**src/rtl/forward_scoreboard_if.sv**
```systemverilog
// Bundles the EX-stage request fields and the bypass/stall results of the forwarding scoreboard.
// Latency: wires only, so it adds no cycles.
// Backpressure: none here. The stall is carried as a plain result signal.
// Ports:
//   master : the pipeline side. It drives the EX fields and reads the selects, stall and counter.
//   slave  : the scoreboard side.
interface forward_scoreboard_if #(
  parameter int REG_ADDR_W = 5,
  parameter int NUM_SRC    = 2,
  parameter int SEL_W      = 2,
  parameter int CNT_W      = 16
);
  logic                          hold_i;
  logic                          flush_i;
  logic                          ex_valid_i;
  logic                          ex_regwrite_i;
  logic                          ex_memread_i;
  logic [REG_ADDR_W-1:0]         ex_rd_i;
  logic [NUM_SRC*REG_ADDR_W-1:0] src_addr_i;
  logic [NUM_SRC-1:0]            src_used_i;
  logic                          cnt_clr_i;
  logic [NUM_SRC*SEL_W-1:0]      fwd_sel_o;
  logic                          load_use_stall_o;
  logic [CNT_W-1:0]              stall_cnt_o;

  modport master (
    output hold_i, flush_i, ex_valid_i, ex_regwrite_i, ex_memread_i, ex_rd_i,
           src_addr_i, src_used_i, cnt_clr_i,
    input  fwd_sel_o, load_use_stall_o, stall_cnt_o
  );

  modport slave (
    input  hold_i, flush_i, ex_valid_i, ex_regwrite_i, ex_memread_i, ex_rd_i,
           src_addr_i, src_used_i, cnt_clr_i,
    output fwd_sel_o, load_use_stall_o, stall_cnt_o
  );
endinterface

```
**src/rtl/forward_scoreboard.sv**
```systemverilog
// Tracks in-flight register writers and produces per-operand ALU bypass selects and the load-use stall.
// Latency: the selects and the stall are combinational from the scoreboard state. The scoreboard advances one entry per edge.
// Backpressure: hold_i freezes all state. A load-use stall or a flush inserts a bubble into entry 0.
// Ports:
//   clk_i, rst_i : clock, and asynchronous active-low reset
//   bus          : slave modport carrying the EX fields, fwd_sel_o, load_use_stall_o and stall_cnt_o
module forward_scoreboard #(
  parameter int REG_ADDR_W = 5,
  parameter int NUM_SRC    = 2,
  parameter int DEPTH      = 3,
  parameter int LOAD_READY = 1,
  parameter int SEL_W      = 2,
  parameter int CNT_W      = 16
) (
  input  logic                clk_i,
  input  logic                rst_i,
  forward_scoreboard_if.slave bus
);

  // Entry k: valid, is-load, destination. Entry 0 is the youngest producer (EX/MEM).
  logic [DEPTH-1:0]      v_q, v_d;
  logic [DEPTH-1:0]      ld_q, ld_d;
  logic [REG_ADDR_W-1:0] rd_q [DEPTH];
  logic [REG_ADDR_W-1:0] rd_d [DEPTH];
  logic [CNT_W-1:0]      cnt_q, cnt_d;

  logic [NUM_SRC-1:0]       hazard;
  logic [NUM_SRC*SEL_W-1:0] fwd_sel;
  logic                     stall;

  // Youngest-match search per operand. The first hit ends the search.
  // A load that is not yet forwardable marks a hazard and leaves the select at 0.
  always_comb begin : match_search
    logic                  found;
    logic [REG_ADDR_W-1:0] addr;
    found   = 1'b0;
    addr    = '0;
    fwd_sel = '0;
    hazard  = '0;
    for (int i = 0; i < NUM_SRC; i++) begin
      found = 1'b0;
      addr  = bus.src_addr_i[i*REG_ADDR_W +: REG_ADDR_W];
      for (int k = 0; k < DEPTH; k++) begin
        // r0 writers stay in the scoreboard for ageing, but they never match.
        if (!found && bus.src_used_i[i] && v_q[k] && (rd_q[k] == addr) && (rd_q[k] != '0)) begin
          found = 1'b1;
          if (ld_q[k] && (k < LOAD_READY)) begin
            hazard[i] = 1'b1;
          end else begin
            fwd_sel[i*SEL_W +: SEL_W] = SEL_W'(k + 1);
          end
        end
      end
    end
  end

  // A flushed or frozen EX instruction must not stall the pipe.
  assign stall = (|hazard) & ~bus.flush_i & ~bus.hold_i;

  always_comb begin
    v_d   = v_q;
    ld_d  = ld_q;
    rd_d  = rd_q;
    cnt_d = cnt_q;
    // The clear also applies under hold. stall is already 0 under hold, so no increment happens then.
    if (bus.cnt_clr_i) begin
      cnt_d = '0;
    end else if (stall && (cnt_q != {CNT_W{1'b1}})) begin
      cnt_d = cnt_q + CNT_W'(1);
    end
    if (!bus.hold_i) begin
      for (int k = DEPTH - 1; k >= 1; k--) begin
        v_d[k]  = v_q[k-1];
        ld_d[k] = ld_q[k-1];
        rd_d[k] = rd_q[k-1];
      end
      v_d[0]  = bus.ex_valid_i & bus.ex_regwrite_i & ~bus.flush_i & ~stall;
      ld_d[0] = bus.ex_memread_i;
      rd_d[0] = bus.ex_rd_i;
    end
  end

  always_ff @(posedge clk_i or negedge rst_i) begin
    if (!rst_i) begin
      v_q   <= '0;
      ld_q  <= '0;
      cnt_q <= '0;
      for (int k = 0; k < DEPTH; k++) begin
        rd_q[k] <= '0;
      end
    end else begin
      v_q   <= v_d;
      ld_q  <= ld_d;
      rd_q  <= rd_d;
      cnt_q <= cnt_d;
    end
  end

  assign bus.fwd_sel_o        = fwd_sel;
  assign bus.load_use_stall_o = stall;
  assign bus.stall_cnt_o      = cnt_q;

endmodule

```
**src/flat_wrapper.sv**
```systemverilog
// flat-port wrapper written by rule: the top's interface ports become plain ports
module forward_scoreboard_flat 
#(
  parameter int REG_ADDR_W = 5,
  parameter int NUM_SRC    = 2,
  parameter int DEPTH      = 3,
  parameter int LOAD_READY = 1,
  parameter int SEL_W      = 2,
  parameter int CNT_W      = 16
)
  (clk_i, rst_i, bus_hold_i, bus_flush_i, bus_ex_valid_i, bus_ex_regwrite_i, bus_ex_memread_i, bus_ex_rd_i, bus_src_addr_i, bus_src_used_i, bus_cnt_clr_i, bus_fwd_sel_o, bus_load_use_stall_o, bus_stall_cnt_o);
  forward_scoreboard_if #(.REG_ADDR_W(REG_ADDR_W), .NUM_SRC(NUM_SRC), .SEL_W(SEL_W), .CNT_W(CNT_W)) bus_i ();
  input  logic clk_i;
  input  logic rst_i;
  input wire logic [$bits(bus_i.hold_i)-1:0] bus_hold_i;
  input wire logic [$bits(bus_i.flush_i)-1:0] bus_flush_i;
  input wire logic [$bits(bus_i.ex_valid_i)-1:0] bus_ex_valid_i;
  input wire logic [$bits(bus_i.ex_regwrite_i)-1:0] bus_ex_regwrite_i;
  input wire logic [$bits(bus_i.ex_memread_i)-1:0] bus_ex_memread_i;
  input wire logic [$bits(bus_i.ex_rd_i)-1:0] bus_ex_rd_i;
  input wire logic [$bits(bus_i.src_addr_i)-1:0] bus_src_addr_i;
  input wire logic [$bits(bus_i.src_used_i)-1:0] bus_src_used_i;
  input wire logic [$bits(bus_i.cnt_clr_i)-1:0] bus_cnt_clr_i;
  output wire logic [$bits(bus_i.fwd_sel_o)-1:0] bus_fwd_sel_o;
  output wire logic [$bits(bus_i.load_use_stall_o)-1:0] bus_load_use_stall_o;
  output wire logic [$bits(bus_i.stall_cnt_o)-1:0] bus_stall_cnt_o;
  assign bus_i.hold_i = bus_hold_i;
  assign bus_i.flush_i = bus_flush_i;
  assign bus_i.ex_valid_i = bus_ex_valid_i;
  assign bus_i.ex_regwrite_i = bus_ex_regwrite_i;
  assign bus_i.ex_memread_i = bus_ex_memread_i;
  assign bus_i.ex_rd_i = bus_ex_rd_i;
  assign bus_i.src_addr_i = bus_src_addr_i;
  assign bus_i.src_used_i = bus_src_used_i;
  assign bus_i.cnt_clr_i = bus_cnt_clr_i;
  assign bus_fwd_sel_o = bus_i.fwd_sel_o;
  assign bus_load_use_stall_o = bus_i.load_use_stall_o;
  assign bus_stall_cnt_o = bus_i.stall_cnt_o;
  forward_scoreboard #(.REG_ADDR_W(REG_ADDR_W), .NUM_SRC(NUM_SRC), .DEPTH(DEPTH), .LOAD_READY(LOAD_READY), .SEL_W(SEL_W), .CNT_W(CNT_W)) u_core (.clk_i(clk_i), .rst_i(rst_i), .bus(bus_i));
endmodule
```
**config.mk**
```make
export PLATFORM = sky130hd
export DESIGN_NAME = forward_scoreboard_flat
export DESIGN_NICKNAME = d
export VERILOG_FILES = /design/src/rtl/forward_scoreboard_if.sv /design/src/rtl/forward_scoreboard.sv /design/src/flat_wrapper.sv
export SDC_FILE = /design/constraint.sdc
export NUM_CORES = 1
export LEC_CHECK = 0
export CORE_UTILIZATION = 54
export DETAILED_ROUTE_END_ITERATION = 16
export PLACE_DENSITY = 0.95
export SLEW_MARGIN = 20
export SYNTH_ARGS = -nofsm -noshare
export SYNTH_HDL_FRONTEND = slang
export SYNTH_SLANG_ARGS = --single-unit
```
**constraint.sdc**
```tcl
create_clock -name clk_i -period 5.81 [get_ports clk_i]
set_clock_uncertainty 0.05 [all_clocks]
set_input_delay 0.581 -clock clk_i [delete_from_list [all_inputs] [get_ports clk_i]]
set_output_delay 0.581 -clock clk_i [all_outputs]
set_load 0.1 [all_outputs]
```
* Word level (Yosys, flattened, before mapping)
Index checks and enable logic that the tools add are counted.
Operators by class: reductions and logical operators 32, eq/ne operators 7, add/sub/neg operators 1, multiplexer cells 16, bitwise operators 8
Operators with widths (count):
- $mux 16 | 2
- $eq 5x5->1 | 6
- $logic_and 1x1->1 | 23
- $add 16x1->16 const B | 1
- $ne 16x16->1 const B | 1
- $reduce_bool 5->1 | 3
- $mux 2 | 5
- $mux 1 | 9
- $and 1x1->1 | 5
- $logic_not 1->1 | 4
- $not 1->1 | 3
- $reduce_bool 2->1 | 1
- $reduce_or 2->1 | 1
Storage, ports and cells: output and inout bits 21, register bits after elaboration 35, input bits 25, word-level logic and storage cells 70

* Logic depth before layout (Yosys ltp)
depth in word-level cells 16, depth in mapped cells 8, gate-level depth less buffers 7

* Worst setup path after synthesis
No wires, ideal clock.
path kind input -> output, start point in bus_src_addr_i[9], end point out bus_fwd_sel_o[2], buffers on the path 0, data arrival time 2935 ps, cell stages on the path 5, setup slack 2244 ps, cell sequence xnor2_1 nand3_1 or4_1 nand2b_1 o22ai_1
Between the ends: word-level cells in the longest chain between the ends 16
Ends and longest elaborated chain:
- start, declared | RTL line flat_wrapper.sv:21 | input wire logic [$bits(bus_i.src_addr_i)-1:0] bus_src_addr_i;
- $eq 5x5->1 | RTL line forward_scoreboard.sv:45 | if (!found && bus.src_used_i[i] && v_q[k] && (rd_q[k] == addr) && (rd_q[k] != '0)) begin
- $logic_and 1x1->1 (2 in series) | RTL line forward_scoreboard.sv:45
- $mux 1 | RTL line forward_scoreboard.sv:45
- $logic_not 1->1 | RTL line forward_scoreboard.sv:45
- $logic_and 1x1->1 (4 in series) | RTL line forward_scoreboard.sv:45
- $mux 1 | RTL line forward_scoreboard.sv:45
- $logic_not 1->1 | RTL line forward_scoreboard.sv:45
- $logic_and 1x1->1 (4 in series) | RTL line forward_scoreboard.sv:45
- $mux 2 (*) | RTL line forward_scoreboard.sv:45
- end, declared | RTL line flat_wrapper.sv:24 | output wire logic [$bits(bus_i.fwd_sel_o)-1:0] bus_fwd_sel_o;
Every way passes the cells marked *; elsewhere a longest branch is shown, timed or not.

* Final worst setup path
start point in bus_hold_i, end point out bus_load_use_stall_o
Between the ends: word-level cells in the longest chain between the ends 2
Ends and longest elaborated chain:
- start, declared | RTL line flat_wrapper.sv:15 | input wire logic [$bits(bus_i.hold_i)-1:0] bus_hold_i;
- $not 1->1 | RTL line forward_scoreboard.sv:58 | assign stall = (|hazard) & ~bus.flush_i & ~bus.hold_i;
- $and 1x1->1 | RTL line forward_scoreboard.sv:58
- end, declared | RTL line flat_wrapper.sv:25 | output wire logic [$bits(bus_i.load_use_stall_o)-1:0] bus_load_use_stall_o;
Every way passes these cells.

==> results.cfg <==
[setup_path]
cp_max_fo = 21
arrival_ns = 3.49
crit_start = bus_hold_i
crit_family = buffers and inverters
crit_type = input port to primary output
worstSetupPathDepth = 5
reg2reg_depth = 6
crit_path_end = bus_load_use_stall_o
crit_path_max_incr_delay_ns = 1.13
crit_chain = clkdlybuf4s50_1 -> and4bb_4 -> o21ai_2 -> inv_1 -> clkdlybuf4s50_1
cp.buffers_inverters = 3
r2r-start = u_core.rd_q[11]$_DFFE_PN0N_
worst_ep_required_time_ns = 5.18
end_kind = primary output
rr_endpoint = u_core.bus.stall_cnt_o[6]$_DFFE_PN0P_
critPathSlowestCell = clkdlybuf4s50_1
setup.worst_path.start_class = input port
setup.reg_to_reg.worst_slack_ns = 3.58
critPathMostFrequentCell = clkdlybuf4s50_1

[global_route]
grt_start_max_net_pins = 36
grt_use_total = 0.2772
grt_overflow_total = 0
grt_pass1_wl_mm = 8.507
grt_antenna_before_repair = 0
grt_pass1_vias = 1695

[drt]
wl_met3_microns = 281
wirelength_mm = 5.059
dr.max_layer_used = met4
ant_nets = 0
drt_first_pass_iters = 4
vias = 1753
drc = 0
post_drt_via_cell_ratio = 5.983
wirelength_met1_mm = 2.205
wl_met2_mm = 2.374
drt_iter0_markers = 127
post_drt_wl_per_cell_microns = 17.27

[clock_tree]
clk_pin_slew_worst_paths_ns = 0.08
cts_root_buf = clkbuf_8
cts_buffers = 5
cts_setup_buffers = 0
post_cts_resized = 0
cts_hold_buf = 0
cts_sinks = 35
clk_path_buf_depth = 2
cts_tree = built
clock_latency_ns = 0.30
htreeDepth = 2

[timing]
layout_setup_ws_ns = 1.694
fin_crit_sh = 0.7085
setup_violations = 0
drv_slew = 0
relSlewSlack = 0.3504
hold_viol_final = 0
period_needed_ns = 4.116
hold_ws_ns = 0.4756
tightest_slew_ns = 0.9713
rsz0062_at_grt = false
fmax_mhz = 242.9
setup_tns_ns = 0

[yosys]
ys_ff_latch = 35
yosysUniqueCellTypes = 40
ys_seq_area_frac = 0.4266
synth_nets = 223
syn_area_sq_um = 2053
synth-main-ff-cell = dfrtp_1
yosysWarningCount = 0
syn_inst = 197
async_flop_share = 1.000
synth-edff-count = 0
avgSynthCellArea_sq_um = 10.42

[pwr]
power_mw = 0.5756
power_density_nw_per_um2 = 218.6
max-vdd-ir-drop_uv = 147.2
p_leak_nw = 1.021

[min_path]
hold_class = register to register

[placed_design]
portBuffers = 45
place_ws_ns = 1.766
post_dp_cell_area_sq_um = 2545
place_hpwl_mm = 3.309
placed_cells = 286
globalplace.congestion = 0.8821

[floorplanning]
rows = 22
die_x_microns = 63.66
dieArea_sq_um = 4053
io_pins = 46
die_h_microns = 63.66
core_sq_um = 3661
initial_utilization = 0.5608

[layout]
final_common_cell = clkdlybuf4s50_1
drive_gt1_frac = 0.1306
design_area_sq_um = 2633
area_growth_pct = 28.21
stdcell_count = 293
fin_util = 0.7191
antenna_cells = 0
nets = 271
layout_common_cells = clkdlybuf4s50_1, dfrtp_1, xnor2_1

[run]
cap_violations = 0

[run_status]
outcome = finished, final reports clean
## state kept, by name, indices dropped and copies added, names as in the netlist
signal                  flops
u_core.bus.stall_cnt_o     16
u_core.v_q                  3
u_core.rd_q                15
u_core.ld_q                 1
## worst reg2reg max path, cell delays in order (launching register included)
cell and delay, ns:
dfrtp_1 0.45, or4_1 0.58, o21a_1 0.22, and4bb_4 0.24, o211ai_4 0.19, nor2_2 0.10
mux2_4 0.30
## worst min-delay path by stage
stage,cells after the start,from,to
after floorplan,0,rst_i,u_core.bus.stall_cnt_o[0]$_DFFE_PN0P_
after global placement,1,u_core.v_q[2]$_DFFE_PN0N_,u_core.v_q[2]$_DFFE_PN0N_
after detailed placement,2,u_core.v_q[0]$_DFFE_PN0N_,u_core.v_q[0]$_DFFE_PN0N_
after CTS,1,u_core.v_q[2]$_DFFE_PN0N_,u_core.v_q[2]$_DFFE_PN0N_
after global routing,1,u_core.v_q[2]$_DFFE_PN0N_,u_core.v_q[2]$_DFFE_PN0N_
final,1,u_core.v_q[2]$_DFFE_PN0N_,u_core.v_q[2]$_DFFE_PN0N_
## area by class of cell
class                   count  area (sq um)
clock inverters             1         5.005
multi-input cells         155          1144
inverters                   2         7.507
clock buffers               6         82.58
flip-flops and latches     35         875.8
fillers                   268          1028
repair buffers             46         457.9
well taps                  48         60.06
## power breakdown
part / internal [mW] / leakage (nW) / switching [mW]
clock: 0.0930 / 0.0470 / 0.0901
sequential: 0.261 / 0.452 / 0.0289
combinational: 0.0566 / 0.523 / 0.0455
## per-layer routing
layer	vias up	global-route usage
met4	0	0.1420
met3	28	0.04891
met1	829	0.3684
met5	-	0
li1	813	-
met2	83	0.4309
## logic make-up (layout without fill, tap and decap cells)
group | Yosys count | after routing | share of synthesized area
and+or+nand+nor | 66 | 66 | 0.1847
DFF | 35 | 35 | 0.4266
xor gates and xnor gates | 34 | 34 | 0.1450
AOI/OAI and AO/OA | 33 | 33 | 0.1054
muxes | 21 | 21 | 0.1158
buffers and inverters | 7 | 55 | 0.01645
adders and majority gates | 1 | 1 | 0.006093
## cells in the mapped netlist (3+ instances only)
| master | count | area, sq um |
|---|---|---|
| dfrtp_1 | 35 | 875.8 |
| xnor2_1 | 19 | 166.4 |
| mux2_2 | 18 | 202.7 |
| xor2_1 | 15 | 131.4 |
| nand3_1 | 13 | 65.06 |
| a21oi_1 | 11 | 55.05 |
| nand2_1 | 10 | 37.54 |
| o21ai_0 | 10 | 50.05 |
| nor2_1 | 9 | 33.78 |
| or3_1 | 8 | 50.05 |
| or4_1 | 5 | 37.54 |
| and3_1 | 4 | 25.02 |
| clkbuf_1 | 3 | 11.26 |
| nand4_1 | 3 | 18.77 |
| nor4_1 | 3 | 18.77 |
Power figures use the tool's default switching activity.
